<file path="src/rtl/kernel_dds_table_reader_if.sv">
// Signal bundle between the DDS table reader, its control inputs, the kernel RAM read port and the
// DAC sample stream. The reader itself uses the slave view.
interface kernel_dds_table_reader_if #(
  parameter int SAMPLE_W = 16
) ();
  logic                enable;
  logic                sync_clr;
  logic [31:0]         tuning_word;
  logic [31:0]         phase_offset;
  logic [13:0]         ram_address;
  logic                ram_chipselect;
  logic                ram_write;
  logic [3:0]          ram_byteenable;
  logic                ram_clken;
  logic [31:0]         ram_readdata;
  logic [SAMPLE_W-1:0] smp_data;
  logic                smp_valid;
  logic                smp_ready;

  modport slave (
    input  enable, sync_clr, tuning_word, phase_offset, ram_readdata, smp_ready,
    output ram_address, ram_chipselect, ram_write, ram_byteenable, ram_clken, smp_data, smp_valid
  );

  modport master (
    output enable, sync_clr, tuning_word, phase_offset, ram_readdata, smp_ready,
    input  ram_address, ram_chipselect, ram_write, ram_byteenable, ram_clken, smp_data, smp_valid
  );
endinterface

</file>
<file path="src/rtl/kernel_dds_table_reader.sv">
// DDS read stage: phase accumulator fetching waveform-table words from kernel RAM into a 2-entry
// skid buffer feeding a valid/ready sample stream. Optional phase dither: KERNEL_DDS_PHASE_DITHER_EN.
//
// state    | meaning
// ST_IDLE  | no fetches, buffer empty, waiting for enable
// ST_RUN   | fetching one table word per step while buffer + in-flight leave room
// ST_DRAIN | enable dropped; no fetch, the word still landing is dropped, then back to idle
module kernel_dds_table_reader #(
  parameter int TABLE_AW   = 10,
  parameter int TABLE_BASE = 0,
  parameter int SAMPLE_W   = 16
) (
  input  logic                     clk_i,
  input  logic                     reset_n_i,
  kernel_dds_table_reader_if.slave bus_io
);

  localparam int IDX_LSB = 32 - TABLE_AW;

  typedef enum logic [1:0] {
    ST_IDLE  = 2'd0,
    ST_RUN   = 2'd1,
    ST_DRAIN = 2'd2
  } state_e;

  state_e              state_q;
  logic [31:0]         phase_q;
  logic                land_q;
  logic [1:0]          cnt_q;
  logic [SAMPLE_W-1:0] buf0_q;
  logic [SAMPLE_W-1:0] buf1_q;

  logic [TABLE_AW-1:0] idx;
  logic [SAMPLE_W-1:0] rd_smp;
  logic                pop;
  logic                push;
  logic                issue;
  logic [1:0]          occ_after;
  logic [2:0]          committed;

`ifdef KERNEL_DDS_PHASE_DITHER_EN
  logic [15:0] lfsr_q;
  logic [15:0] lfsr_d;
  logic [31:0] dith;

  assign lfsr_d = {1'b0, lfsr_q[15:1]} ^ (lfsr_q[0] ? 16'hB400 : 16'h0000);
  // LFSR sits right under the index LSB; only a carry can reach the index
  assign dith   = {lfsr_q, 16'h0000} >> TABLE_AW;
  assign idx    = TABLE_AW'((phase_q + dith) >> IDX_LSB);

  always_ff @(posedge clk_i) begin
    if (!reset_n_i || bus_io.sync_clr) begin
      lfsr_q <= 16'hACE1;
    end else if (issue) begin
      lfsr_q <= lfsr_d;
    end
  end
`else
  assign idx = TABLE_AW'(phase_q >> IDX_LSB);
`endif

  assign rd_smp    = bus_io.ram_readdata[SAMPLE_W-1:0];
  assign pop       = (cnt_q != 2'd0) && bus_io.smp_ready;
  assign push      = land_q && (state_q == ST_RUN);
  assign occ_after = cnt_q - {1'b0, pop};
  assign committed = {1'b0, occ_after} + {2'b00, land_q};
  assign issue     = reset_n_i && (state_q == ST_RUN) && !bus_io.sync_clr && (committed < 3'd2);

  assign bus_io.ram_chipselect = issue;
  assign bus_io.ram_address    = issue ? (14'(TABLE_BASE) + 14'(idx)) : 14'(TABLE_BASE);
  assign bus_io.ram_write      = 1'b0;
  assign bus_io.ram_byteenable = 4'hF;
  assign bus_io.ram_clken      = 1'b1;
  assign bus_io.smp_data       = buf0_q;
  assign bus_io.smp_valid      = (cnt_q != 2'd0);

  always_ff @(posedge clk_i) begin
    if (!reset_n_i) begin
      state_q <= ST_IDLE;
      phase_q <= bus_io.phase_offset;
      land_q  <= 1'b0;
      cnt_q   <= 2'd0;
      buf0_q  <= '0;
      buf1_q  <= '0;
    end else begin
      land_q <= issue;
      if (issue) begin
        phase_q <= phase_q + bus_io.tuning_word;
      end

      case (cnt_q)
        2'd0: begin
          if (push) begin
            buf0_q <= rd_smp;
            cnt_q  <= 2'd1;
          end
        end
        2'd1: begin
          if (push && pop) begin
            buf0_q <= rd_smp;
          end else if (pop) begin
            cnt_q <= 2'd0;
          end else if (push) begin
            buf1_q <= rd_smp;
            cnt_q  <= 2'd2;
          end
        end
        default: begin
          // full: issue is held off, so a push here always comes with a pop
          if (pop) begin
            buf0_q <= buf1_q;
            if (push) begin
              buf1_q <= rd_smp;
            end else begin
              cnt_q <= 2'd1;
            end
          end
        end
      endcase

      case (state_q)
        ST_IDLE: begin
          if (bus_io.enable) begin
            state_q <= ST_RUN;
            phase_q <= bus_io.phase_offset;
          end
        end
        ST_RUN: begin
          if (!bus_io.enable && !bus_io.sync_clr) begin
            state_q <= ST_DRAIN;
          end
        end
        default: begin
          // DRAIN never issues, so the single outstanding word lands (and is dropped) this cycle
          state_q <= ST_IDLE;
          cnt_q   <= 2'd0;
        end
      endcase

      if (bus_io.sync_clr) begin
        phase_q <= bus_io.phase_offset;
        cnt_q   <= 2'd0;
      end
    end
  end

endmodule

</file>
<file path="src/flat_wrapper.sv">
// flat-port wrapper written by rule: the top's interface ports become plain ports
module kernel_dds_table_reader_flat 
#(
  parameter int TABLE_AW   = 10,
  parameter int TABLE_BASE = 0,
  parameter int SAMPLE_W   = 16
)
  (clk_i, reset_n_i, bus_io_enable, bus_io_sync_clr, bus_io_tuning_word, bus_io_phase_offset, bus_io_ram_readdata, bus_io_smp_ready, bus_io_ram_address, bus_io_ram_chipselect, bus_io_ram_write, bus_io_ram_byteenable, bus_io_ram_clken, bus_io_smp_data, bus_io_smp_valid);
  kernel_dds_table_reader_if #(.SAMPLE_W(SAMPLE_W)) bus_io_i ();
  input  logic clk_i;
  input  logic reset_n_i;
  input wire logic [$bits(bus_io_i.enable)-1:0] bus_io_enable;
  input wire logic [$bits(bus_io_i.sync_clr)-1:0] bus_io_sync_clr;
  input wire logic [$bits(bus_io_i.tuning_word)-1:0] bus_io_tuning_word;
  input wire logic [$bits(bus_io_i.phase_offset)-1:0] bus_io_phase_offset;
  input wire logic [$bits(bus_io_i.ram_readdata)-1:0] bus_io_ram_readdata;
  input wire logic [$bits(bus_io_i.smp_ready)-1:0] bus_io_smp_ready;
  output wire logic [$bits(bus_io_i.ram_address)-1:0] bus_io_ram_address;
  output wire logic [$bits(bus_io_i.ram_chipselect)-1:0] bus_io_ram_chipselect;
  output wire logic [$bits(bus_io_i.ram_write)-1:0] bus_io_ram_write;
  output wire logic [$bits(bus_io_i.ram_byteenable)-1:0] bus_io_ram_byteenable;
  output wire logic [$bits(bus_io_i.ram_clken)-1:0] bus_io_ram_clken;
  output wire logic [$bits(bus_io_i.smp_data)-1:0] bus_io_smp_data;
  output wire logic [$bits(bus_io_i.smp_valid)-1:0] bus_io_smp_valid;
  assign bus_io_i.enable = bus_io_enable;
  assign bus_io_i.sync_clr = bus_io_sync_clr;
  assign bus_io_i.tuning_word = bus_io_tuning_word;
  assign bus_io_i.phase_offset = bus_io_phase_offset;
  assign bus_io_i.ram_readdata = bus_io_ram_readdata;
  assign bus_io_i.smp_ready = bus_io_smp_ready;
  assign bus_io_ram_address = bus_io_i.ram_address;
  assign bus_io_ram_chipselect = bus_io_i.ram_chipselect;
  assign bus_io_ram_write = bus_io_i.ram_write;
  assign bus_io_ram_byteenable = bus_io_i.ram_byteenable;
  assign bus_io_ram_clken = bus_io_i.ram_clken;
  assign bus_io_smp_data = bus_io_i.smp_data;
  assign bus_io_smp_valid = bus_io_i.smp_valid;
  kernel_dds_table_reader #(.TABLE_AW(TABLE_AW), .TABLE_BASE(TABLE_BASE), .SAMPLE_W(SAMPLE_W)) u_core (.clk_i(clk_i), .reset_n_i(reset_n_i), .bus_io(bus_io_i));
endmodule
</file>
<file path="config.mk">
export PLATFORM = sky130hd
export DESIGN_NAME = kernel_dds_table_reader_flat
export DESIGN_NICKNAME = d
export VERILOG_FILES = /design/src/rtl/kernel_dds_table_reader_if.sv /design/src/rtl/kernel_dds_table_reader.sv /design/src/flat_wrapper.sv
export SDC_FILE = /design/constraint.sdc
export NUM_CORES = 1
export LEC_CHECK = 0
export CAP_MARGIN = 20
export CORE_AREA = 2 2 123 101
export CTS_CLUSTER_SIZE = 14
export DETAILED_ROUTE_END_ITERATION = 10
export DIE_AREA = 0 0 125 103
export PLACE_DENSITY = 0.71
export SYNTH_ARGS = -nofsm -noshare
export SYNTH_HDL_FRONTEND = slang
export SYNTH_SLANG_ARGS = --single-unit
</file>
<file path="constraint.sdc">
create_clock -name clk_i -period 8.3 [get_ports clk_i]
set_clock_uncertainty 0.1 [all_clocks]
set_input_delay 1.245 -clock clk_i [delete_from_list [all_inputs] [get_ports clk_i]]
set_output_delay 1.245 -clock clk_i [all_outputs]
set_load 0.02 [all_outputs]
</file>
==> impl_metrics.py <==
metrics = {
    "logic_synthesis": {
        "synthXorXnorAreaFrac_pct": 5.021,
        "synth_cell_type_count": 52,
        "async_flop_share_pct": 0,
        "ys_seq_area_share_pct": 30.46,
        "synth_cells": 556,
        "synth_compound_area_share_pct": 23.86,
        "synth_simple_gate_area_share_pct": 18.26,
        "synthAdderAreaFrac_pct": 9.269,
        "synthMuxAreaShare_pct": 7.752,
        "synth_edf_count": 0,
        "synth_warnings": 0,
        "netlist_area_um2": 4536,
        "ys_seq_elements": 69,
        "synth_ff_type": "dfxtp_1",
        "avgSynthCellArea_um2": 8.158,
        "synth_top_family_by_area": "compound AO/OA/AOI/OAI gates",
    },
    "sta": {
        "worstMarginPinSlew_ps": 1111,
        "fin_setup_tns_ps": 0,
        "slew_violations": 0,
        "setup_viol": 0,
        "setup_slack_ps": 2760,
        "rsz0062_at_grt": "false",
        "fin_crit_ps": 5540,
        "fmax_ghz": 0.1805,
        "slew_headroom_pct": 25.87,
        "hold_viol": 0,
        "holdWs_ps": 379.2,
        "post-route-period-util_pct": 66.74,
    },
    "final_layout": {
        "diodes": 0,
        "fin_cells": 815,
        "drive_above_1_share_pct": 5.882,
        "area_delta_synth_final_pct": 34.46,
        "layout_common_cells": "clkdlybuf4s50_1, dfxtp_1, nand2_1",
        "layout_commonest_cell": "clkdlybuf4s50_1",
        "register_area_um2": 1381,
        "multi_input_area_um2": 2958,
        "nFillCells": 1096,
        "nets": 792,
    },
    "global_routing": {
        "grt_max_degree": 55,
        "grt_pass1_wl_um": 18910,
        "grt_pass1_vias": 3948,
        "antenna_found_initial": 0,
        "grt_overflow": 0,
        "grt_usage_pct": 17.91,
    },
    "place": {
        "place.gp.congestion": 0.8944,
        "io_buffers": 112,
        "dp_cells": 798,
        "dp_slack_ps": 2258,
        "dp_hpwl_um": 8661,
    },
    "floorplan": {
        "coreArea_um2": 11800,
        "die-area_um2": 12880,
        "io_pins": 139,
        "fp.dieW_um": 125,
        "start_util_pct": 38.43,
        "die_y_um": 103,
        "num_rows": 36,
    },
    "clock_tree": {
        "cts.clk_slew.worst_paths_ps": 60,
        "ctsHoldBuffers": 0,
        "post_cts_resized": 0,
        "cts_buffers": 9,
        "cts_setup_buffers": 0,
        "clock_latency_ps": 330,
        "cts_tree": "yes",
        "cts_sinks": 69,
        "cts-root-buf": "clkbuf_16",
        "htree_num_levels": 3,
        "clockBufferDepth": 2,
    },
    "worst_setup_path": {
        "slowest_stage": "clkdlybuf4s50_1",
        "cp_data_arrival_time_ps": 4190,
        "crit_required_ps": 6950,
        "worstSetupEndpointType": "output port",
        "cp_cell_sequence": "clkdlybuf4s50_1, and2_1, ha_1, nand2b_1, nand4_2, buf_4, inv_1, and2_1, clkdlybuf4s50_1",
        "critPathKind": "in -> out",
        "max_stage_delay_ps": 540,
        "path_max_fanout": 54,
        "start_kind": "input port",
    },
    "route": {
        "post-route-drc-count": 0,
        "ant_nets": 0,
        "via_count": 4200,
        "viasPerCell": 5.153,
        "drt_iter0_markers": 212,
        "drt_first_pass_iters": 5,
        "route.detailed.wl_per_inst_um": 14.27,
        "finalWirelength_um": 11630,
    },
    "power": {
        "powerDensity_nw_per_um2": 173.5,
        "ir_worst_vdd_mv": 0.08839,
        "finalPower_uw": 1058,
        "leakage_uw": 0.002556,
    },
    "run_status": {
        "status": "finished clean",
    },
    "min_path": {
        "hold_path_class": "reg -> reg",
    },
    "run": {
        "cap_violations": 0,
    },
}
## final timing paths
check	startpoint	endpoint	slack (ps)	cells past startpoint
hold / removal	u_core.phase_q[18]$_DFF_P_	u_core.phase_q[18]$_DFF_P_	380	2
hold reg to reg	u_core.phase_q[18]$_DFF_P_	u_core.phase_q[18]$_DFF_P_	380	2
setup / recovery	bus_io_smp_ready	bus_io_ram_address[3]	2760	9
setup reg to reg	u_core.phase_q[0]$_DFF_P_	u_core.phase_q[28]$_DFF_P_	5200	11
## per-stage QoR
| step | area [um2] | util (%) |
|---|---|---|
| 3_5_place_dp | 5741 | 48.64 |
| 5_1_grt | 6098 | 51.68 |
| 2_1_floorplan | 4566 | - |
| 3_3_place_gp | 5741 | 48.64 |
| 6_report | 6098 | 51.68 |
| 4_1_cts | 6071 | 51.44 |
## metal layers
layer,GRT usage (%),vias up,share of wire (%)
li1,-,2154,-
met1,23.89,1935,48
met2,29.06,99,46
met3,3.892,12,4.5
met4,6.154,0,1.3
met5,0,-,0
## worst max-delay path, delay by kind of cell
family / cells / cell delay (ps)
and+or+nand+nor: 4 / 700
adders and majority gates: 1 / 220
buffers and inverters: 4 / 2010
## where the power goes
part | leakage [uW] | internal [uW] | switching [uW]
Combinational | 0.00183 | 132 | 142
Sequential | 0.000569 | 348 | 10.8
Clock | 0.000159 | 268 | 157
Total | 0.00256 | 748 | 310
## synth_stat cells, types with 3 or more instances
cell type / n / area, um2
clkbuf_1: 18 / 67.56
and2_1: 15 / 93.84
xnor2_1: 16 / 140.1
o211ai_1: 4 / 30.03
nand3_1: 10 / 50.05
dfxtp_1: 69 / 1381
nand4_1: 3 / 18.77
a21oi_1: 56 / 280.3
a21oi_2: 3 / 26.28
nand2_1: 60 / 225.2
inv_1: 14 / 52.55
nand2b_1: 4 / 25.02
mux2i_1: 34 / 340.3
nor2b_1: 19 / 118.9
o21ai_0: 34 / 170.2
a21o_1: 9 / 67.56
o211a_1: 16 / 160.2
o21bai_1: 6 / 45.04
or2_2: 3 / 18.77
xor2_1: 10 / 87.58
o21ai_1: 6 / 30.03
a31oi_1: 9 / 56.30
a22oi_1: 4 / 30.03
and3_1: 9 / 56.30
buf_4: 11 / 82.58
nor3_1: 5 / 25.02
ha_1: 32 / 400.4
a211oi_1: 3 / 22.52
nor2_1: 44 / 165.2
## sequential cells by signal, summed over array words and instances, names as in the netlist
name / cells
u_core.phase_q: 32
u_core.bus_io.smp_data: 16
u_core.buf1_q: 16
u_core.state_q: 2
u_core.cnt_q: 2
u_core.land_q: 1
## kinds of logic (layout without fill, tap and decap cells)
family                     Yosys count  count (layout)
AOI/OAI and AO/OA                  166             166
xor gates and xnor gates            26              26
adders and majority gates           33              33
buffers and inverters               49             148
DFF                                 69              69
muxes                               35              35
other                                2              10
and+or+nand+nor                    176             176
## final cells by class
cell class,instances,share of cell area [%]
clock inverter,7,1.723
timing repair buffer,118,19.45
inverter,14,0.8617
tap,152,3.119
sequential,69,22.65
clock buffer,9,3.693
multi-input combinational,446,48.50
Power figures use the tool's default switching activity.
